<file path="src/rtl/decode_pkg.sv">
// decode_pkg: shared definitions for the LC-3 decode stage.
// Holds the opcode enumeration, the E_control field layout and its
// encodings, the writeback-select encodings and the datapath width.
package decode_pkg;

    // LC-3 instruction, IR and npc width (the ISA fixes this at 16)
    localparam int DATA_W_DEFAULT = 16;

    // All sixteen LC-3 primary opcodes, instruction bits [15:12]
    typedef enum logic [3:0] {
        OP_BR   = 4'b0000,
        OP_ADD  = 4'b0001,
        OP_LD   = 4'b0010,
        OP_ST   = 4'b0011,
        OP_JSR  = 4'b0100,
        OP_AND  = 4'b0101,
        OP_LDR  = 4'b0110,
        OP_STR  = 4'b0111,
        OP_RTI  = 4'b1000,
        OP_NOT  = 4'b1001,
        OP_LDI  = 4'b1010,
        OP_STI  = 4'b1011,
        OP_JMP  = 4'b1100,
        OP_RES  = 4'b1101,
        OP_LEA  = 4'b1110,
        OP_TRAP = 4'b1111
    } opcode_t;

    // E_control layout: {alu_control[1:0], pcselect1[1:0], pcselect2, op2select}
    localparam int E_W         = 6;
    localparam int E_ALU_HI    = 5;
    localparam int E_ALU_LO    = 4;
    localparam int E_PCSEL1_HI = 3;
    localparam int E_PCSEL1_LO = 2;
    localparam int E_PCSEL2    = 1;
    localparam int E_OP2SEL    = 0;

    // alu_control encodings
    localparam logic [1:0] ALU_ADD = 2'b00;
    localparam logic [1:0] ALU_AND = 2'b01;
    localparam logic [1:0] ALU_NOT = 2'b10;

    // pcselect1 encodings: which offset field feeds the address adder
    localparam logic [1:0] PCSEL1_OFF11 = 2'b00;
    localparam logic [1:0] PCSEL1_OFF9  = 2'b01;
    localparam logic [1:0] PCSEL1_OFF6  = 2'b10;
    localparam logic [1:0] PCSEL1_ZERO  = 2'b11;

    // W_Control encodings: writeback source select
    localparam logic [1:0] WB_ALU = 2'd0;
    localparam logic [1:0] WB_PC  = 2'd1;
    localparam logic [1:0] WB_MEM = 2'd2;

    // Assemble an E_control word from its individual fields
    function automatic logic [E_W-1:0] pack_e(
        input logic [1:0] alu,
        input logic [1:0] pcsel1,
        input logic       pcsel2,
        input logic       op2sel
    );
        logic [E_W-1:0] e;
        e                          = '0;
        e[E_ALU_HI:E_ALU_LO]       = alu;
        e[E_PCSEL1_HI:E_PCSEL1_LO] = pcsel1;
        e[E_PCSEL2]                = pcsel2;
        e[E_OP2SEL]                = op2sel;
        return e;
    endfunction

endpackage

</file>
<file path="src/rtl/decode_ctrl_lut.sv">
// decode_ctrl_lut: purely combinational opcode decode for the LC-3
// decode stage. Maps an instruction word to the next E_control,
// W_Control and Mem_Control values plus an illegal-opcode flag.
// Unsupported opcodes (JSR, RTI, reserved 1101, TRAP) decode to all-zero
// controls so that a stray one behaves as a harmless no-op downstream.
module decode_ctrl_lut
    import decode_pkg::*;
(
    input  logic [DATA_W_DEFAULT-1:0] instr,
    output logic [E_W-1:0]            e_next,
    output logic [1:0]                w_next,
    output logic                      m_next,
    output logic                      illegal_next
);

    opcode_t opcode;
    logic    op2sel;
    logic    unused_instr_bits;

    assign opcode = opcode_t'(instr[15:12]);

    // Bit 5 selects immediate (1) or register (0) for ADD/AND; op2select
    // is the inverse so that 1 means "second operand from the register file"
    assign op2sel = ~instr[5];

    // Register numbers and offsets are consumed by later stages, not here
    assign unused_instr_bits = ^{instr[11:6], instr[4:0]};

    // Opcode lookup; pcselect fields are don't-care for ALU ops and held at 00
    always_comb begin
        e_next       = '0;
        w_next       = WB_ALU;
        m_next       = 1'b0;
        illegal_next = 1'b0;
        case (opcode)
            OP_ADD: begin
                e_next = pack_e(ALU_ADD, PCSEL1_OFF11, 1'b0, op2sel);
            end
            OP_AND: begin
                e_next = pack_e(ALU_AND, PCSEL1_OFF11, 1'b0, op2sel);
            end
            OP_NOT: begin
                e_next = pack_e(ALU_NOT, PCSEL1_OFF11, 1'b0, 1'b0);
            end
            OP_BR, OP_ST: begin
                e_next = pack_e(ALU_ADD, PCSEL1_OFF9, 1'b1, 1'b0);
            end
            OP_LD: begin
                e_next = pack_e(ALU_ADD, PCSEL1_OFF9, 1'b1, 1'b0);
                w_next = WB_MEM;
            end
            OP_LDI: begin
                e_next = pack_e(ALU_ADD, PCSEL1_OFF9, 1'b1, 1'b0);
                w_next = WB_MEM;
                m_next = 1'b1;
            end
            OP_STI: begin
                e_next = pack_e(ALU_ADD, PCSEL1_OFF9, 1'b1, 1'b0);
                m_next = 1'b1;
            end
            OP_LEA: begin
                e_next = pack_e(ALU_ADD, PCSEL1_OFF9, 1'b1, 1'b0);
                w_next = WB_PC;
            end
            OP_LDR: begin
                e_next = pack_e(ALU_ADD, PCSEL1_OFF6, 1'b0, 1'b0);
                w_next = WB_MEM;
            end
            OP_STR: begin
                e_next = pack_e(ALU_ADD, PCSEL1_OFF6, 1'b0, 1'b0);
            end
            OP_JMP: begin
                e_next = pack_e(ALU_ADD, PCSEL1_ZERO, 1'b0, 1'b0);
            end
            OP_JSR, OP_RTI, OP_RES, OP_TRAP: begin
                illegal_next = 1'b1;
            end
            default: begin
                illegal_next = 1'b1;
            end
        endcase
    end

endmodule

</file>
<file path="src/rtl/decode_stage.sv">
// decode_stage: LC-3 pipeline decode stage feeding the execute stage.
// Captures the fetched instruction and next-PC on enable_decode, registers
// the decoded execute/writeback/memory controls and an illegal-opcode flag,
// and produces decode_valid as enable_decode delayed by one clock.
// Optional feature (macro DECODE_FLUSH_EN): adds a flush input that
// replaces the captured instruction with a BR never-taken NOP (16'h0000),
// clears the controls and decode_valid, and keeps npc_out. Flush wins over
// a simultaneous enable_decode.
module decode_stage
    import decode_pkg::*;
#(
    parameter int              DATA_W    = DATA_W_DEFAULT,
    parameter logic [DATA_W-1:0] RESET_NPC = 16'h3000
)(
    input  logic              clock,
    input  logic              reset,
    input  logic              enable_decode,
    input  logic [DATA_W-1:0] dout,
    input  logic [DATA_W-1:0] npc_in,
`ifdef DECODE_FLUSH_EN
    input  logic              flush,
`endif
    output logic [DATA_W-1:0] IR,
    output logic [DATA_W-1:0] npc_out,
    output logic [E_W-1:0]    E_control,
    output logic [1:0]        W_Control,
    output logic              Mem_Control,
    output logic              illegal_op,
    output logic              decode_valid
);

    logic [E_W-1:0] e_next;
    logic [1:0]     w_next;
    logic           m_next;
    logic           illegal_next;
    logic           flush_req;

`ifdef DECODE_FLUSH_EN
    assign flush_req = flush;
`else
    assign flush_req = 1'b0;
`endif

    decode_ctrl_lut u_lut (
        .instr        (dout),
        .e_next       (e_next),
        .w_next       (w_next),
        .m_next       (m_next),
        .illegal_next (illegal_next)
    );

    // Instruction and next-PC capture; a flush injects a NOP but keeps npc
    always_ff @(posedge clock or posedge reset) begin
        if (reset) begin
            IR      <= '0;
            npc_out <= RESET_NPC;
        end else if (flush_req) begin
            IR      <= '0;
        end else if (enable_decode) begin
            IR      <= dout;
            npc_out <= npc_in;
        end
    end

    // Decoded control registers, updated in the same edge as IR
    always_ff @(posedge clock or posedge reset) begin
        if (reset) begin
            E_control   <= '0;
            W_Control   <= WB_ALU;
            Mem_Control <= 1'b0;
            illegal_op  <= 1'b0;
        end else if (flush_req) begin
            E_control   <= '0;
            W_Control   <= WB_ALU;
            Mem_Control <= 1'b0;
            illegal_op  <= 1'b0;
        end else if (enable_decode) begin
            E_control   <= e_next;
            W_Control   <= w_next;
            Mem_Control <= m_next;
            illegal_op  <= illegal_next;
        end
    end

    // One-cycle-delayed capture strobe for the controller
    always_ff @(posedge clock or posedge reset) begin
        if (reset) begin
            decode_valid <= 1'b0;
        end else begin
            decode_valid <= enable_decode & ~flush_req;
        end
    end

endmodule

</file>
<file path="config.mk">
export PLATFORM = sky130hd
export DESIGN_NAME = decode_stage
export DESIGN_NICKNAME = d
export VERILOG_FILES = /design/src/rtl/decode_pkg.sv /design/src/rtl/decode_ctrl_lut.sv /design/src/rtl/decode_stage.sv
export SDC_FILE = /design/constraint.sdc
export NUM_CORES = 1
export LEC_CHECK = 0
export CAP_MARGIN = 20
export CORE_MARGIN = 2
export CORE_UTILIZATION = 37
export CTS_CLUSTER_SIZE = 25
export DETAILED_ROUTE_END_ITERATION = 8
export GPL_TIMING_DRIVEN = 0
export PLACE_DENSITY = 0.86
export SYNTH_ARGS = -nofsm -noshare
export SYNTH_HDL_FRONTEND = slang
export SYNTH_SLANG_ARGS = --single-unit
export TNS_END_PERCENT = 1
</file>
<file path="constraint.sdc">
create_clock -name clock -period 1.3 [get_ports clock]
set_clock_uncertainty 0.15 [all_clocks]
set_input_delay 0.195 -clock clock [delete_from_list [all_inputs] [get_ports clock]]
set_output_delay 0.195 -clock clock [all_outputs]
set_load 0.005 [all_outputs]
</file>
==> results of run 1 <==
==> per-stage QoR <==
step / setup slack [ps] / power [W] / hold slack [ps] / setup TNS (ps)
after detailed placement: -453.3 / 0.002150 / 344.7 / -20210
after floorplan: 206.8 / 0.001757 / 42.14 / 0
after global placement: -437.0 / 0.002128 / 336.9 / -18910
final: 40.38 / 0.003256 / 61.00 / 0
after CTS: -149.6 / 0.003281 / 44.83 / -1077
after global routing: -7.863 / 0.003438 / 62.48 / -7.863
==> sequential cells by signal, indices dropped and copies added (netlist names) <==
| register | cells |
|---|---|
| W_Control | 2 |
| npc_out | 16 |
| decode_valid | 1 |
| E_control | 6 |
| Mem_Control | 1 |
| IR | 16 |
| illegal_op | 1 |
==> metal layers <==
layer	global-route usage	up-vias
met1	0.1775	593
li1	-	589
met5	0	-
met3	0.05278	8
met2	0.2726	50
met4	0.06918	0
==> cells by family after synthesis <==
family,after synthesis,share of synthesized area
buffers and inverters,17,0.05132
multiplexers,33,0.2170
AND/OR/NAND/NOR,16,0.05279
AO/OA/AOI/OAI,13,0.04692
flip-flops,43,0.6320
==> timing repair <==
action,4_1_cts,5_1_grt
setup buffers,1,3
resized for setup,59,38
hold buffers,0,1
hold endpoints to repair,0,1
endpoints found under the setup margin,70,71
==> worst min-delay path, cell delays in order <==
cell     delay, ps
buf_6          100
nand4_1         90
o21ai_0         70
==> final timing paths <==
kind,to,start,cells after the start
worst min register to register,npc_out[1],npc_out[1],1
worst max-delay path,npc_out[13],npc_out[13],1
max in group asynchronous,E_control[5],reset,2
min in group asynchronous,W_Control[0],reset,2
worst min-delay path,W_Control[0],dout[15],3
worst max register to register,E_control[0],E_control[0],1
==> layout make-up <==
cell class / count / area [µm²]
fillers: 361 / 1692
flip-flops and latches: 43 / 1079
repair buffers: 79 / 772.0
multi-input cells: 62 / 540.5
clock buffers: 6 / 72.57
plain buffers: 8 / 66.31
well taps: 52 / 65.06
clock inverters: 2 / 60.06
inverters: 9 / 37.54
==> cell usage in the layout, fill, tap and decap left out <==
| cell | netlist | layout |
|---|---|---|
| buf_4 | 3 | 5 |
| mux2i_1 | 1 | 1 |
| clkbuf_4 | 0 | 2 |
| dfstp_2 | 2 | 2 |
| buf_2 | 4 | 3 |
| nand2b_1 | 1 | 1 |
| nor4bb_1 | 1 | 1 |
| dlymetal6s2s_1 | 0 | 1 |
| or2_1 | 1 | 1 |
| a21oi_1 | 3 | 3 |
| o21ai_0 | 4 | 4 |
| inv_1 | 9 | 8 |
| o22a_1 | 2 | 2 |
| clkinvlp_4 | 0 | 1 |
| and2b_1 | 1 | 1 |
| dlygate4sd3_1 | 0 | 1 |
| mux2_2 | 32 | 32 |
| clkbuf_2 | 0 | 1 |
| buf_6 | 1 | 4 |
| clkbuf_8 | 0 | 5 |
| clkdlybuf4s15_1 | 0 | 39 |
| dfrtp_1 | 41 | 41 |
| o221ai_1 | 1 | 1 |
| clkdlybuf4s50_1 | 0 | 29 |
| clkbuf_1 | 0 | 1 |
| nor2_1 | 2 | 2 |
| dlygate4sd2_1 | 0 | 2 |
| bufinv_16 | 0 | 2 |
| o22ai_1 | 3 | 3 |
| nand4_1 | 1 | 1 |
| or3b_1 | 1 | 1 |
| nand2_1 | 5 | 5 |
| nand4b_1 | 1 | 1 |
| nor3_1 | 1 | 1 |
| nand3_1 | 1 | 1 |
==> power by group through the flow <==
stage                     Sequential [W]  Clock, W  Combinational [W]
after floorplan                  0.00156         0           0.000199
final                            0.00152   0.00119           0.000542
after CTS                        0.00152   0.00124           0.000517
after detailed placement         0.00155         0           0.000598
after global placement           0.00154         0           0.000584
after global routing             0.00154   0.00130           0.000591
==> results.toml, run 1 <==
[run_status]
status = "complete, no violations"

[synthesis]
synthArstFlopShare = 1.000
synth_enable_flop_cells = 0
avgSynthCellArea_um2 = 13.99
synth_most_common_cell = "dfrtp_1"
synth_seq_area_share = 0.6320
synth_cells = 122
syn-cell-area_um2 = 1707
yosysTopAreaCell = "dfrtp_1"
synth_ff_type = "dfrtp_1"
synth_nets = 157
yosysUniqueCellTypes = 24
yosys.area.top_type_share = 0.6012
synthTopCellsByArea = "dfrtp_1, mux2_2, dfstp_2, inv_1, buf_4"
ys.warnings.count = 0
ys_ff_latch = 43
synth_top_cells_by_count = "dfrtp_1, mux2_2, inv_1"

[sta]
setup_viol = 0
finalHoldViolCount = 0
period_minus_slack_ps = 1260
rsz0062_at_grt = "true"
fmax_mhz = 793.9
maxSlewViolCount = 0
max_slew_margin = 0.3988
period_share = 0.9689
worst_pin_slew_ps = 899.9

[worst_setup_path]
arrival_ps = 910
endpoint_kind = "output port"
cp-start-kind = "flip-flop"
cp.required_ps = 950
max_stage_delay_ps = 540
worstPathBufferInverterCount = 1
worstPathCellList = "buf_6"
slowest_stage = "dfstp_2"
critPathKind = "reg -> out"
reg2reg_setup_slack_ps = 380
critical-path-top-delay-family = "flip-flops"
cp_max_fo = 2

[clocking]
numCtsBuffers = 5
cts_max_level = 2
clock-root-buffer = "clkbuf_8"
cts_tree = "done"
cts_buffer_depth = 2
worstSkewPairLatency_ps = 280
clk_pin_slew_ps = 80
cts.sink_count = 43

[route]
highest_layer = "met4"
wl_met2_um = 1920
dr_total_vias = 1240
dr.pass1.iters = 4
drc_errors = 0
drt_wl_total_um = 3749
routedWlPerCell_um = 14.36
met3_length_um = 240
ant_nets = 0
drt-met1-wl_um = 1516
first_iter_violations = 62
vias_per_cell = 4.751

[pwr]
powerDensity_nw_per_um2 = 1209
clock_power_share = 0.365
internal-power_w = 0.002583
power_leakage_nw = 1.183
ir_drop_mv = 0.7444
p_comb_frac = 0.166
switching_share = 0.2066
pwr-share-seq = 0.468
power_switching_w = 0.0006727

[final_layout]
postLayoutCellArea_um2 = 2693
drive_gt1_frac = 0.2727
final_util = 0.6142
finalNonFillerCells = 261
fin_nets = 243
syn_to_final_growth_pct = 57.77
antenna_cells = 0

[global_route]
grt_pass1_vias = 1339
grt_max_degree = 44
grt_overflow = 0
grt_pass1_wl_um = 6237
antenna_found_initial = 0
grt_use_total = 0.1577

[flow_run]
cap_violations = 0

[floorplan]
die_w_um = 71.92
dieArea_um2 = 5172
core_area_um2 = 4384
io_pins = 78
initial_core_util = 0.3893
rows = 24
die_h_um = 71.92

[place]
dpl.hpwl_um = 2787
dp.cells = 248
portBuffers = 74
gp_congestion = 0.7532
placed_cell_area_um2 = 2516

[hold_path]
hp-class = "in -> reg"
No activity file was read; power rests on OpenSTA's default activity.
==> inputs of run 2 (changes only) <==
--- a/config.mk
+++ b/config.mk
@@ -11,7 +11,9 @@
 export CTS_CLUSTER_SIZE = 25
 export DETAILED_ROUTE_END_ITERATION = 8
 export GPL_TIMING_DRIVEN = 0
+export MAX_ROUTING_LAYER = met4
 export PLACE_DENSITY = 0.86
+export SETUP_SLACK_MARGIN = 0.3
 export SYNTH_ARGS = -nofsm -noshare
 export SYNTH_HDL_FRONTEND = slang
 export SYNTH_SLANG_ARGS = --single-unit
==> run 2 against run 1 <==
The flow now finishes with violations (negative hold slack). Setup slack worse by 1.4 ps. Cell area is 6.6% lower. Clock power hardly changed. Routed wire length is 1.7% higher. Sequential share of layout area is 2.8 points higher. Via count is 0.48% higher. Flip-flop and latch count stayed put. Clock-buffer cell count stayed put. Critical endpoint unchanged. Maximum frequency is 0.11% lower. Non-clock buffer count is 2 higher.
==> results.toml, run 2 (synthesized netlist as in run 1, its figures left out) <==
[worst_setup_path]
r2r-start = "npc_out[4]"
critPathKind = "reg -> out"
max_stage_delay_ps = 540
reg2reg_depth = 2
slowest_stage = "dfstp_2"
worstPathBufferInverterCount = 1
worstPathCellList = "buf_6"
cp_max_fo = 2
arrival_ps = 920
critical-path-top-delay-family = "flip-flops"
rr_endpoint = "npc_out[4]"
endpoint_kind = "output port"
cp-start-kind = "flip-flop"
cp-startpoint = "npc_out[13]"
reg2reg_setup_slack_ps = 260
cp.required_ps = 950

[pwr]
powerDensity_nw_per_um2 = 1282
power_leakage_nw = 1.190
pwr-share-seq = 0.472
power_switching_w = 0.0006851
power.total_w = 0.003224
clock_power_share = 0.372
ir_drop_mv = 0.7430
switching_share = 0.2125
internal-power_w = 0.002539
p_comb_frac = 0.156

[global_route]
grt_pass1_vias = 1327
grt_max_degree = 44
grt_pass1_wl_um = 6203
grt_use_total = 0.1615
grt_overflow = 0
antenna_found_initial = 0

[clocking]
worstSkewPairLatency_ps = 280
cts_max_level = 2
numCtsBuffers = 5
clk_pin_slew_ps = 80
cts.sink_count = 43
cts_buffer_depth = 2
clock-root-buffer = "clkbuf_8"
cts_tree = "done"

[route]
wl_met2_um = 1904
dr.pass1.iters = 3
met3_length_um = 242
drt-met1-wl_um = 1574
vias_per_cell = 4.738
routedWlPerCell_um = 14.50
first_iter_violations = 56
drt_wl_total_um = 3813
dr_total_vias = 1246
drc_errors = 0
highest_layer = "met4"
ant_nets = 0

[sta]
period_share = 0.9700
maxSlewViolCount = 0
rsz0062_at_grt = "true"
max_slew_margin = 0.4014
finalHoldViolCount = 41
worst_pin_slew_ps = 896.1
fmax_mhz = 793.0
setup_viol = 0
worst_hold_slack_ps = -31.09
setup_slack_ps = 38.99
period_minus_slack_ps = 1261

[floorplan]
initial_core_util = 0.3893
die_h_um = 71.92
die_w_um = 71.92
dieArea_um2 = 5172
rows = 24
io_pins = 78
core_area_um2 = 4384

[final_layout]
syn_to_final_growth_pct = 47.36
final_common_cell = "dfrtp_1"
largestRegisters = "IR (16), npc_out (16), E_control (6)"
layout_common_cells = "dfrtp_1, mux2_2, clkdlybuf4s50_1, clkbuf_2, buf_2"
fin_nets = 245
postLayoutCellArea_um2 = 2515
drive_gt1_frac = 0.4787
antenna_cells = 0

[run_status]
violations = "negative hold slack"
status = "complete, but fails checks"

[place]
gp_congestion = 0.7629
portBuffers = 74
post-place-ws_ps = -453.3
placed_cell_area_um2 = 2516
dpl.hpwl_um = 2787

[flow_run]
cap_violations = 0

[hold_path]
hp-class = "in -> async"
## run 2: area by class of cell
type                       count  area (µm²)
clock inverter                 2       60.06
clock buffer                   6       72.57
inverter                       9       37.54
multi-input combinational     62       548.0
sequential                    43        1079
tap                           52       65.06
fill                         404        1869
buffer                         8       70.07
timing repair buffer          81       583.1
## run 2: worst max path at each step
stage	endpoint	slack, ps	depth (start not counted)
floorplan	IR[10]	210	3
global placement	IR[13]	-440	4
detailed placement	IR[12]	-450	4
CTS	npc_out[13]	20	1
global route	npc_out[13]	-8	1
finish	npc_out[13]	40	1
## run 2: through the flow
stage	instances	hold slack (ps)	TNS, ps	util
6_report	263	-31.09	0	0.5736
5_1_grt	263	33.01	-7.859	0.5736
4_1_cts	262	44.83	0	0.6133
3_5_place_dp	248	344.7	-20210	0.5739
3_3_place_gp	248	336.9	-18910	0.5739
2_1_floorplan	122	42.14	0	-
## run 2: power by group through the flow
stage	Sequential, W	Clock [W]	Combinational [W]
2_1_floorplan	0.00156	0	0.000199
3_3_place_gp	0.00154	0	0.000584
3_5_place_dp	0.00155	0	0.000598
4_1_cts	0.00152	0.00124	0.000556
5_1_grt	0.00154	0.00130	0.000550
6_report	0.00152	0.00120	0.000502
## run 2: routing by layer
layer | up-vias | global-route usage
li1 | 590 | -
met1 | 594 | 0.1828
met2 | 52 | 0.2665
met3 | 10 | 0.04861
met4 | 0 | 0.06918
met5 | - | -
## run 2: repair_timing
action,CTS,global route
endpoints found under the setup margin,128,119
endpoints found under the hold margin,0,1
resized for setup,88,76
hold buffers,0,1
buffers inserted,6,0
==> inputs of run 3 (changes only) <==
--- a/config.mk
+++ b/config.mk
@@ -10,7 +10,7 @@
 export CORE_UTILIZATION = 37
 export CTS_CLUSTER_SIZE = 25
 export DETAILED_ROUTE_END_ITERATION = 8
-export GPL_TIMING_DRIVEN = 0
+export GPL_TIMING_DRIVEN = 1
 export MAX_ROUTING_LAYER = met4
 export PLACE_DENSITY = 0.86
 export SETUP_SLACK_MARGIN = 0.3
==> run 3 against run 2 <==
Sequential power about the same. Setup slack worse by 0.86 ps. Sequential share of layout area down 0.13 points. Critical path type unchanged. Register-to-register slack about the same. Largest cell class unchanged. Clock power down 14%. Flip-flop and latch count unchanged. Total power down 5.5%. Cell count unchanged. Routed wire length down 3.5%. The flow now finishes without violations. Die area unchanged.
==> results.toml, run 3 (synthesized netlist as in run 1, its figures left out) <==
[run_status]
status = "complete, no violations"

[clocking]
clock-root-buffer = "clkbuf_8"
cts_buffer_depth = 2
worstSkewPairLatency_ps = 290
clk_pin_slew_ps = 80
cts_max_level = 2
cts_tree = "done"
numCtsBuffers = 5
cts.sink_count = 43

[sta]
setup_viol = 0
fmax_mhz = 792.5
period_minus_slack_ps = 1262
max_slew_margin = 0.8530
finalHoldViolCount = 0
finalSetupTns_ps = 0
rsz0062_at_grt = "true"
period_share = 0.9707
worst_pin_slew_ps = 217.5
maxSlewViolCount = 0

[final_layout]
syn_to_final_growth_pct = 47.80
postLayoutCellArea_um2 = 2522
fillers = 370
fin_nets = 245
layout_common_cells = "dfrtp_1, mux2_2, clkdlybuf4s50_1, buf_2, clkbuf_2"
final_util = 0.5753
antenna_cells = 0
final_common_cell = "dfrtp_1"
finalNonFillerCells = 263
drive_gt1_frac = 0.4787
largestRegisters = "IR (16), npc_out (16), E_control (6)"

[worst_setup_path]
cp.required_ps = 950
arrival_ps = 920
endpoint_kind = "output port"
cp_max_fo = 2
critPathKind = "reg -> out"
worstPathBufferInverterCount = 1
worstPathCellList = "buf_2"
cp-start-kind = "flip-flop"
critical-path-top-delay-family = "flip-flops"
slowest_stage = "dfstp_2"
max_stage_delay_ps = 530

[place]
placed_cell_area_um2 = 2580
gp_congestion = 0.7483
portBuffers = 77
dp.cells = 252
dpl.hpwl_um = 2693

[route]
routedWlPerCell_um = 13.99
first_iter_violations = 58
vias_per_cell = 4.753
drt_wl_total_um = 3679
met3_length_um = 202
dr_total_vias = 1250
wl_met2_um = 1805
drc_errors = 0
highest_layer = "met4"
drt-met1-wl_um = 1609
dr.pass1.iters = 4
ant_nets = 0

[floorplan]
die_w_um = 71.92
io_pins = 78
initial_core_util = 0.3893
dieArea_um2 = 5172
core_area_um2 = 4384
rows = 24
die_h_um = 71.92

[global_route]
antenna_found_initial = 0
grt_max_degree = 36
grt_pass1_vias = 1311
grt_overflow = 0
grt_use_total = 0.1550
grt_pass1_wl_um = 5954

[flow_run]
cap_violations = 0

[hold_path]
hp-class = "in -> reg"

[pwr]
power.total_w = 0.003046
powerDensity_nw_per_um2 = 1208
power_leakage_nw = 1.206
ir_drop_mv = 0.7329
==> run 3: cell count changes in the layout (fill, tap and decap cells not counted), moves of 2 or more <==
cell	change
buf_4	+2
buf_12	+2
buf_6	-5
clkbuf_2	-6
buf_2	+4
dlymetal6s2s_1	+3
==> run 3: report_power, final <==
part | internal, W | switching (W) | total (W)
Clock | 0.000572 | 0.000455 | 0.00103
Sequential | 0.00146 | 0.0000549 | 0.00152
Combinational | 0.000308 | 0.000194 | 0.000502
Total | 0.00234 | 0.000704 | 0.00305
==> run 3: layout make-up <==
class                           instances  area (µm²)  share of cell area
Inverter                                9       37.54             0.01488
Clock inverter                          3       43.79             0.01736
Multi-Input combinational cell         62       549.3              0.2178
Sequential cell                        43        1079              0.4276
Clock buffer                            5       68.82             0.02728
Tap cell                               52       65.06             0.02579
Timing Repair Buffer                   89       679.4              0.2693
==> run 3: through the flow <==
stage,setup WS [ps],hold slack [ps]
floorplan,206.8,42.14
global placement,-185.5,331.7
detailed placement,-213.5,339.5
CTS,17.74,103.2
global route,-9.980,62.39
finish,38.13,67.54
==> run 3: timing repair <==
item                       CTS  global route
hold buffers                 0             0
pin swaps                    0             2
resized for setup           86            74
setup endpoints to repair   54            56
setup buffers                3             0
==> run 3: layer usage <==
metal / vias up / global-route usage
li1: 594 / -
met1: 607 / 0.1945
met2: 45 / 0.2397
met3: 4 / 0.04028
met4: 0 / 0.06499
met5: - / -
==> run 3: path summary, 6_finish.rpt <==
kind,from,to,slack (ps),depth (start not counted)
worst max-delay path,npc_out[13],npc_out[13],40,1
worst min-delay path,dout[12],IR[12],70,2
worst max register to register,E_control[0],E_control[0],270,2
worst min register to register,E_control[2],E_control[2],350,1
max in group asynchronous,reset,npc_out[12],590,3
min in group asynchronous,reset,IR[5],130,3
